### src/rtl/trace_pkg.sv
// -----------------------------------------------------------------------------
// trace_pkg
// Shared types and constants for the execution trace buffer.
//   TRACE_XLEN   : width of pc / instruction / alu_result captured per entry
//   TRACE_CYC_W  : default cycle-stamp width used by trace_entry_t
//   DROP_W       : width of the saturating drop counter
//   trace_cpu_t  : {pc, instr, alu} processor-side payload
//   trace_entry_t: {cycle, pc, instr, alu} full entry, cycle in the MSBs
// -----------------------------------------------------------------------------
package trace_pkg;

    localparam int unsigned TRACE_XLEN  = 32;
    localparam int unsigned TRACE_CYC_W = 32;
    localparam int unsigned DROP_W      = 16;

    typedef struct packed {
        logic [TRACE_XLEN-1:0] pc;
        logic [TRACE_XLEN-1:0] instr;
        logic [TRACE_XLEN-1:0] alu;
    } trace_cpu_t;

    typedef struct packed {
        logic [TRACE_CYC_W-1:0] cycle;
        trace_cpu_t             cpu;
    } trace_entry_t;

endpackage

### src/rtl/trace_fifo.sv
// -----------------------------------------------------------------------------
// trace_fifo
// Synchronous FIFO with a registered head word.
//   clk, reset_n  : rising-edge clock, asynchronous active-low reset
//   clear         : synchronous flush
//   push/push_data: write request; accepted when not full, or when full and
//                   a pop happens in the same cycle
//   pop           : remove head (ignored when empty)
//   head_data     : registered head entry, meaningful while !empty
//   full/empty    : occupancy flags
//   level         : current occupancy, 0..DEPTH
// -----------------------------------------------------------------------------
module trace_fifo #(
    parameter int unsigned DEPTH = 16,
    parameter int unsigned WIDTH = 128
) (
    input  logic                     clk,
    input  logic                     reset_n,
    input  logic                     clear,
    input  logic                     push,
    input  logic [WIDTH-1:0]         push_data,
    input  logic                     pop,
    output logic [WIDTH-1:0]         head_data,
    output logic                     full,
    output logic                     empty,
    output logic [$clog2(DEPTH):0]   level
);

    localparam int unsigned AW = $clog2(DEPTH);

    logic [WIDTH-1:0] mem_q [DEPTH];
    logic [WIDTH-1:0] mem_d [DEPTH];
    logic [AW-1:0]    wr_ptr_q, wr_ptr_d;
    logic [AW-1:0]    rd_ptr_q, rd_ptr_d;
    logic [AW:0]      count_q,  count_d;
    logic [WIDTH-1:0] head_q,   head_d;
    logic             do_push, do_pop;

    assign empty     = (count_q == '0);
    assign full      = (count_q == (AW+1)'(DEPTH));
    assign level     = count_q;
    assign head_data = head_q;

    assign do_pop  = pop && !empty;
    assign do_push = push && (!full || do_pop);

    always_comb begin
        mem_d    = mem_q;
        wr_ptr_d = wr_ptr_q;
        rd_ptr_d = rd_ptr_q;
        count_d  = count_q;
        head_d   = head_q;
        if (clear) begin
            wr_ptr_d = '0;
            rd_ptr_d = '0;
            count_d  = '0;
            head_d   = '0;
        end else begin
            if (do_push) begin
                mem_d[wr_ptr_q] = push_data;
                wr_ptr_d        = wr_ptr_q + AW'(1);
            end
            if (do_pop) begin
                rd_ptr_d = rd_ptr_q + AW'(1);
            end
            count_d = count_q + (AW+1)'(do_push) - (AW+1)'(do_pop);
            // Head register tracks the next oldest entry: either the stored
            // successor, or the incoming word when it becomes the only entry.
            if (do_pop && count_q > (AW+1)'(1)) begin
                head_d = mem_q[rd_ptr_q + AW'(1)];
            end else if (do_push && (empty || (do_pop && count_q == (AW+1)'(1)))) begin
                head_d = push_data;
            end
        end
    end

    always_ff @(posedge clk) begin
        mem_q <= mem_d;
    end

    always_ff @(posedge clk or negedge reset_n) begin
        if (!reset_n) begin
            wr_ptr_q <= '0;
            rd_ptr_q <= '0;
            count_q  <= '0;
            head_q   <= '0;
        end else begin
            wr_ptr_q <= wr_ptr_d;
            rd_ptr_q <= rd_ptr_d;
            count_q  <= count_d;
            head_q   <= head_d;
        end
    end

endmodule

### src/rtl/exec_trace_buffer.sv
// -----------------------------------------------------------------------------
// exec_trace_buffer
// Captures one trace entry {cycle, pc, instr, alu} each time the processor PC
// changes, queues it in a FIFO and drains it over a valid/ready stream.
//   clk, reset_n : rising-edge clock, asynchronous active-low reset
//   trace_en     : capture enable (cycle counter runs only while high)
//   clear        : synchronous clear of FIFO, cycle, drop count, stall state
//   pc_in, instr_in, alu_in : processor debug taps
//   out_valid/out_ready/out_data : entry stream, cycle stamp in the MSBs
//   level        : FIFO occupancy
//   drop_count   : saturating count of entries lost to a full FIFO
//   stall_flag   : sticky stuck-PC indicator
// Optional feature: define STALL_DETECT_EN to build the stall detector;
// otherwise stall_flag is tied low.
// -----------------------------------------------------------------------------
module exec_trace_buffer
    import trace_pkg::*;
#(
    parameter int unsigned DEPTH       = 16,
    parameter int unsigned CYC_W       = 32,
    parameter int unsigned STALL_LIMIT = 64
) (
    input  logic                          clk,
    input  logic                          reset_n,
    input  logic                          trace_en,
    input  logic                          clear,
    input  logic [TRACE_XLEN-1:0]         pc_in,
    input  logic [TRACE_XLEN-1:0]         instr_in,
    input  logic [TRACE_XLEN-1:0]         alu_in,
    output logic                          out_valid,
    input  logic                          out_ready,
    output logic [3*TRACE_XLEN+CYC_W-1:0] out_data,
    output logic [$clog2(DEPTH):0]        level,
    output logic [DROP_W-1:0]             drop_count,
    output logic                          stall_flag
);

    localparam int unsigned WIDTH = 3*TRACE_XLEN + CYC_W;

    logic [CYC_W-1:0]      cycle_q,   cycle_d;
    logic                  first_q,   first_d;
    logic [TRACE_XLEN-1:0] last_pc_q, last_pc_d;
    logic [DROP_W-1:0]     drop_q,    drop_d;
    logic                  capture, pop, fifo_full, fifo_empty;
    trace_cpu_t            cpu;

    assign cpu       = '{pc: pc_in, instr: instr_in, alu: alu_in};
    assign capture   = trace_en && !clear && (first_q || pc_in != last_pc_q);
    assign out_valid = !fifo_empty;
    assign pop       = out_valid && out_ready;
    assign drop_count = drop_q;

    trace_fifo #(
        .DEPTH (DEPTH),
        .WIDTH (WIDTH)
    ) u_fifo (
        .clk       (clk),
        .reset_n   (reset_n),
        .clear     (clear),
        .push      (capture),
        .push_data ({cycle_q, cpu}),
        .pop       (pop),
        .head_data (out_data),
        .full      (fifo_full),
        .empty     (fifo_empty),
        .level     (level)
    );

    always_comb begin
        cycle_d   = cycle_q;
        first_d   = first_q;
        last_pc_d = last_pc_q;
        drop_d    = drop_q;
        if (clear) begin
            cycle_d = '0;
            first_d = 1'b1;
            drop_d  = '0;
        end else begin
            if (trace_en) begin
                cycle_d = cycle_q + CYC_W'(1);
            end
            // Leaving the enabled state re-arms the detector so the first
            // enabled cycle afterwards always captures.
            if (!trace_en) begin
                first_d = 1'b1;
            end else if (capture) begin
                first_d   = 1'b0;
                last_pc_d = pc_in;
            end
            if (capture && fifo_full && !pop && drop_q != '1) begin
                drop_d = drop_q + DROP_W'(1);
            end
        end
    end

    always_ff @(posedge clk or negedge reset_n) begin
        if (!reset_n) begin
            cycle_q   <= '0;
            first_q   <= 1'b1;
            last_pc_q <= '0;
            drop_q    <= '0;
        end else begin
            cycle_q   <= cycle_d;
            first_q   <= first_d;
            last_pc_q <= last_pc_d;
            drop_q    <= drop_d;
        end
    end

`ifdef STALL_DETECT_EN
    localparam int unsigned STALL_W = (STALL_LIMIT > 2) ? $clog2(STALL_LIMIT) : 1;
    localparam logic [STALL_W-1:0] STALL_MAX = STALL_W'(STALL_LIMIT - 1);

    logic [STALL_W-1:0] stall_cnt_q, stall_cnt_d;
    logic               stall_flag_q, stall_flag_d;

    always_comb begin
        stall_cnt_d  = stall_cnt_q;
        stall_flag_d = stall_flag_q;
        if (clear || !trace_en || capture) begin
            stall_cnt_d = '0;
        end else if (stall_cnt_q != STALL_MAX) begin
            stall_cnt_d = stall_cnt_q + STALL_W'(1);
        end
        if (clear) begin
            stall_flag_d = 1'b0;
        end else if (stall_cnt_d == STALL_MAX) begin
            stall_flag_d = 1'b1;
        end
    end

    always_ff @(posedge clk or negedge reset_n) begin
        if (!reset_n) begin
            stall_cnt_q  <= '0;
            stall_flag_q <= 1'b0;
        end else begin
            stall_cnt_q  <= stall_cnt_d;
            stall_flag_q <= stall_flag_d;
        end
    end

    assign stall_flag = stall_flag_q;
`else
    assign stall_flag = 1'b0;
`endif

endmodule

### config.mk
export PLATFORM = sky130hd
export DESIGN_NAME = exec_trace_buffer
export DESIGN_NICKNAME = d
export VERILOG_FILES = /design/src/rtl/trace_pkg.sv /design/src/rtl/trace_fifo.sv /design/src/rtl/exec_trace_buffer.sv
export SDC_FILE = /design/constraint.sdc
export NUM_CORES = 2
export LEC_CHECK = 0
export BUFFER_PORTS_ARGS = -buffer_cell sky130_fd_sc_hd__buf_2
export CAP_MARGIN = 20
export CORE_UTILIZATION = 60
export CTS_CLUSTER_DIAMETER = 30
export CTS_CLUSTER_SIZE = 25
export DETAILED_ROUTE_END_ITERATION = 8
export PLACE_DENSITY_LB_ADDON = 0.25
export SLEW_MARGIN = 20
export SYNTH_ARGS = -nofsm -noshare
export SYNTH_HDL_FRONTEND = slang
export SYNTH_SLANG_ARGS = --single-unit
### constraint.sdc
create_clock -name clk -period 20.8 [get_ports clk]
set_clock_uncertainty 0.1 [all_clocks]
set_input_delay 5.2 -clock clk [delete_from_list [all_inputs] [get_ports clk]]
set_output_delay 5.2 -clock clk [all_outputs]
set_load 0.01 [all_outputs]
## After elaboration in Yosys (flattened, before gate mapping)

Cells that the tools add are included.

- Register bits: 2270
- Input bits: 101
- Output and inout port bits: 151
- Logic and storage cells: 90

- $add $sub $neg: 6
- $lt $le $gt $ge: 4
- Equal/unequal tests: 5
- Mux-type cells: 21
- Bitwise operators: 3
- Reductions and logical operators: 27

Operators by type and width:

| operator | count |
|---|---|
| bitwise mux 2048 bit | 1 |
| 2-to-1 mux 128 bit | 6 |
| binary-select mux 128 bit (select 4 bit) | 1 |
| demux 128 bit (select 4 bit) | 1 |
| 2-to-1 mux 32 bit | 2 |
| adder 32 x 1 -> 32 bit, second input constant | 1 |
| 2-to-1 mux 16 bit | 2 |
| inequality test 32 bit | 1 |
| adder 16 x 1 -> 16 bit, second input constant | 1 |
| 2-to-1 mux 4 bit | 4 |
| inequality test 16 bit, second input constant | 1 |
| logical AND 1 bit | 12 |
| >= comparator 5 bit, second input constant | 2 |
| inverter 4 -> 5 bit | 2 |
| adder 4 x 1 -> 4 bit, second input constant | 2 |
| nonzero test 2 bit | 4 |
| adder 5 x 1 -> 5 bit | 1 |
| == test 5 x 1 -> 1 bit, second input constant | 1 |
| == test 5 bit, second input constant | 1 |
| > comparator 5 x 1 -> 1 bit, second input constant | 1 |
| zero test 5 bit | 1 |
| less-than comparator 5 x 1 -> 1 bit, second input constant | 1 |
| 2-to-1 mux 5 bit | 1 |
| subtractor 5 x 1 -> 5 bit | 1 |
| 8 further kinds | 15 |

## Longest topological paths before layout

- Depth after elaboration: 10
- Gate-level depth with buffers: 14
- Mapped depth without buffers: 13

## By module

From an unflattened synthesis, not the netlist that was laid out.

- Cells, all modules: 4478
- Area total of the unflattened synthesis: 88642.5 µm²

By module, submodules not included:

| module | instances | cells each | area each (µm²) | seq. area each (µm²) |
|---|---|---|---|---|
| trace_fifo | 1 | 4096 | 84521.1 | 65027.4 |
| exec_trace_buffer | 1 | 382 | 4121.5 | 2028.2 |

## Worst setup path before layout

OpenSTA, ideal clock, no wires.

- Kind: input -> register
- From: in clear
- To: reg u_fifo.mem_q[128] (netlist name) (enable)
- Setup time: 0.974 ns
- Arrival: 19.281 ns
- Data required time: 19.726 ns
- Slack: 0.445 ns
- Stages: 6
- Path buffers: 3
- Path through: clkbuf_1 -> nor2_1 -> o31ai_1 -> buf_4 -> buf_2 -> nor4b_1

- Longest elaborated chain between the ends: 5
- Elaborated cells between the ends (all ways): 6
- Those cells by class: bitwise: 1; reduce/logical: 5

Ends and longest elaborated chain:

| item | RTL line | RTL |
|---|---|---|
| start: declaration | exec_trace_buffer.sv:26 | `input logic clear,` |
| zero test 1 bit | exec_trace_buffer.sv:48 | `assign capture = trace_en && !clear && (first_q \|\| pc_in != last_pc_q);` |
| logical AND 1 bit (2 in a row) | exec_trace_buffer.sv:48 |  |
| logical AND 1 bit | trace_fifo.sv:45 | `assign do_push = push && (!full \|\| do_pop);` |
| AND reduction 2 bit (no line) (*) | -- |  |
| end signal: assignment | trace_fifo.sv:78 | `mem_q <= mem_d;` |
| end: declaration | trace_fifo.sv:31 | `logic [WIDTH-1:0] mem_q [DEPTH];` |

Mark *: on every way between the ends. The rest lies on a longest branch, timed or not.
A chain may end at the register's enable or synchronous reset.

## Final worst setup path

- From: in pc_in[10]
- To: reg u_fifo.mem_q[1398] (netlist name) (enable)

- Longest elaborated chain between the ends: 5

Ends and longest elaborated chain:

| item | RTL line | RTL |
|---|---|---|
| start: declaration | exec_trace_buffer.sv:27 | `input logic [TRACE_XLEN-1:0] pc_in,` |
| inequality test 32 bit | exec_trace_buffer.sv:48 |  |
| logical OR 1 bit | exec_trace_buffer.sv:48 |  |
| logical AND 1 bit | exec_trace_buffer.sv:48 |  |
| logical AND 1 bit | trace_fifo.sv:45 |  |
| AND reduction 2 bit (no line) | -- |  |

Every way passes these cells.

==> results by group <==
Clocking
  – Clock latency at the later pin of the worst-skew pair: between 0.9 and 1 ns
  – Post-CTS Resized: 0
  – Clk slew on worst S/H paths: 0.05 ns
  – CTS Root Cell: clkbuf_16
  – Clock Path Buffers: 4
  – Num CTS Buffers: around 420
  – # hold bufs at CTS: 0
  – Post-CTS setup buffer count: 0
  – H-tree depth: 5
  – Sink Count: roughly 2.3k
  – TritonCTS clock tree: yes

Timing
  – Final period utilization: between 40% and 50%
  – Final worst path period need: roughly 9.0 ns
  – Setup violators final: 0
  – Headroom to the max-slew limit: approximately 18%
  – Highest Clock Rate: ~110 MHz
  – Hold Vio Cnt, Final: 0
  – Setup TNS: 0 ns
  – Slew Limit Fails: 0
  – RSZ-0062 raised after global routing: no
  – Smallest hold slack: between 0.3 and 0.4 ns
  – Actual slew at the worst max-slew pin: approximately 1.2 ns

Drt
  – Iteration-0 DRC count of the detailed router: ~5.5k
  – Wirelength per Cell: 29.8 um
  – DRC: 0
  – Post-route antenna net violation count: 0
  – Vias after detailed routing: 47.2k
  – Total Wirelength: roughly 220000 um
  – Drt first pass iters: 5
  – Vias per cell: roughly 6.5

Floorplanning
  – Die W: between 300 and 400 um
  – I/O pin count: roughly 250
  – Site row count: 140
  – Core box area: about 0.15 mm2
  – Die height: ~390 um
  – Die area: around 0.15 mm2
  – Initial core utilization: 60.5%

Yosys
  – Ys Warns: 0
  – Multiplexer share of the synthesized area: between 10% and 20%
  – Post-synthesis adder-cell area fraction: less than 1%
  – Number of synthesized flops with an enable pin: ~2.0k
  – Largest cells by area after synthesis: edfxtp_1, mux4_2, dfrtp_1, nand2_1, a21oi_1
  – Synth Flop Type: edfxtp_1
  – Xor and xnor area share after synthesis: less than 1%
  – Compound-Gate Fraction of Synth Area: between 3 and 4%
  – Yosys top cell area share: a little over two thirds
  – Post-Syn Area per Cell: 19.6 um2
  – Sequential area share after synthesis: 76.1%
  – Synth Register Bits: between 2k and 2.5k
  – Post-Syn Instances: between 4k and 5k
  – Distinct cells, synth: 50
  – Synth async-reset ratio: slightly below 10%
  – Syn_nets: ~4.6k
  – Post-synthesis instance area: 0.0882 mm2
  – Main combinational cell family by area after synthesis: multiplexers
  – Yosys top cell by area: edfxtp_1
  – Post-Synth Simple-Gate Area: ~3.8%

Worst setup path
  – CP Class: input pin to flip-flop
  – Startpoint Class: input pin
  – CP bufs+invs: 5
  – Setup crit end kind: flip-flop
  – Maximum fanout along the worst path: 59
  – Arr. time, crit path: around 9.4 ns
  – CP max-delay cell: buf_4
  – Crit-path most repeated cell: buf_4
  – CP Cell Sequence: buf_2, xor2_1, nor4_1, nand2_1, o31ai_4, buf_4, nor2_1, buf_4, and3_4, buf_4, buf_4
  – Top delay family on crit path: buffers and inverters
  – CP peak stage delay: ~0.94 ns
  – WP data required: between 20 and 25 ns

Final layout
  – Nets: 5111
  – Share of cells above drive strength 1: 29.9%
  – Post-layout instance area: between 0.1 and 0.15 mm2
  – Area Growth Syn to Fin: 20.0%
  – Fill cells: about 7.9k

Place
  – Final HPWL DP: approximately 99000 um
  – Area post-placement: ~0.092 mm2
  – Routability cong.: 0.777
  – Buffers added on ports: 250

Outcome
  – Run status: complete, no violations

Power and ir drop
  – Total Power: about 15000 uW
  – Max rail drop VDD: 110 uV
  – LEAKAGE: around 0.037 uW
  – Power Density: approximately 140 mW/mm2

Global routing
  – Largest net degree at the start of global routing: approximately 150
  – Total Routing Usage GR: between 20% and 30%
  – First-pass GRT wire length: between 300000 and 400000 um
  – Global route overflow: 0
  – Initial antenna violation count: 19
  – Vias in the first global route: between 50k and 60k

Worst hold path
  – HP Class: flip-flop to flip-flop

Run
  – Maxcap violations: 0
## synth_stat cells, types with 15 or more instances
| library cell | count |
|---|---|
| mux2_1 | 87 |
| ha_1 | 15 |
| mux4_2 | 512 |
| and3_1 | 16 |
| nand2_1 | 635 |
| buf_2 | 66 |
| nor2_1 | 49 |
| buf_1 | 43 |
| mux2_2 | 33 |
| nand4_1 | 16 |
| clkbuf_1 | 128 |
| dfrtp_1 | 221 |
| xor2_1 | 54 |
| inv_1 | 18 |
| a21oi_1 | 276 |
| nand3_1 | 18 |
| edfxtp_1 | 2048 |
| a211o_1 | 128 |
## worst paths after layout
check	depth (start not counted)	from	slack, ns	end
max in group asynchronous	2	reset_n	15.08	u_fifo.head_data[10]
min in group asynchronous	1	reset_n	4.21	u_fifo.head_data[89]
min	1	u_fifo.head_data[13]	0.37	u_fifo.head_data[13]
max	11	pc_in[10]	11.83	u_fifo.mem_q[1398]
max reg2reg	10	u_fifo.rd_ptr_q[0]	13.91	u_fifo.head_data[37]
min reg2reg	1	u_fifo.head_data[13]	0.37	u_fifo.head_data[13]
## cells by family (layout without fill, tap and decap cells)
logic type | count (synthesis) | in the layout
AOI/OAI and AO/OA | 434 | 434
xor gates and xnor gates | 66 | 66
adders and majority gates | 16 | 16
buffers and inverters | 271 | 1109
DFF | 2270 | 2270
muxes | 646 | 646
other | 1 | 8
and+or+nand+nor | 796 | 796
## power by group
part	internal [uW]	switching, uW
Clock	4470	2290
Sequential	5130	126
Combinational	1170	1360
Total	10800	3780
## registers in the layout, indices dropped and copies added, names as in the netlist
name              count
cycle_q              32
u_fifo.rd_ptr_q       4
u_fifo.head_data    128
last_pc_q            32
u_fifo.wr_ptr_q       4
first_q               1
drop_count           16
u_fifo.mem_q       2048
u_fifo.level          5
## cell usage in the layout (no fill, tap or decap), drive strengths merged, types with 128 or more instances in the layout
cell type / netlist / routed
buf: 125 / 327
nand2: 635 / 635
edfxtp: 2048 / 2048
mux4: 512 / 512
a21oi: 276 / 276
mux2: 130 / 130
a211o: 128 / 128
clkinv: 0 / 136
clkbuf: 128 / 496
dfrtp: 221 / 221
## routing by layer
| metal | track usage [%] | routed length (um) | vias to the layer above |
|---|---|---|---|
| met4 | 9.68 | 5340 | 14 |
| met3 | 6.41 | 20500 | 411 |
| met5 | 0 | 92 | - |
| met1 | 41.5 | 83400 | 24755 |
| li1 | - | - | 19193 |
| met2 | 47.4 | 107000 | 2814 |
## worst register-to-register path, cell delays in order (launching register included)
cell and delay [ns]:
dfrtp_4 0.68, ha_4 1.00, buf_4 1.07, buf_4 0.93, buf_4 0.83, buf_4 0.82, mux4_2 0.45, nand2_1 0.11
a21oi_1 0.14, a211o_1 0.35, mux2_1 0.30
## cell type report
cell class	instances	area, um2	share of cell area (%)
diodes	7	17.5	0.0166
clock buffers	496	11100	10.5
clock inverters	268	3110	2.94
inverters	18	67.6	0.0639
multi-input cells	1959	20100	19.0
flip-flops and latches	2270	67100	63.4
well taps	1917	2400	2.27
repair buffers	327	1990	1.88
## stage by stage
stage               util (%)  std cells  setup WS, ns
floorplan                  -       4500         0.445
global placement        62.8       6489         10.97
detailed placement      62.8       6489         10.94
CTS                     72.5       7253         11.87
global route            72.6       7261         11.76
finish                  72.6       7262         11.83
(Power assumes the default switching activity.)
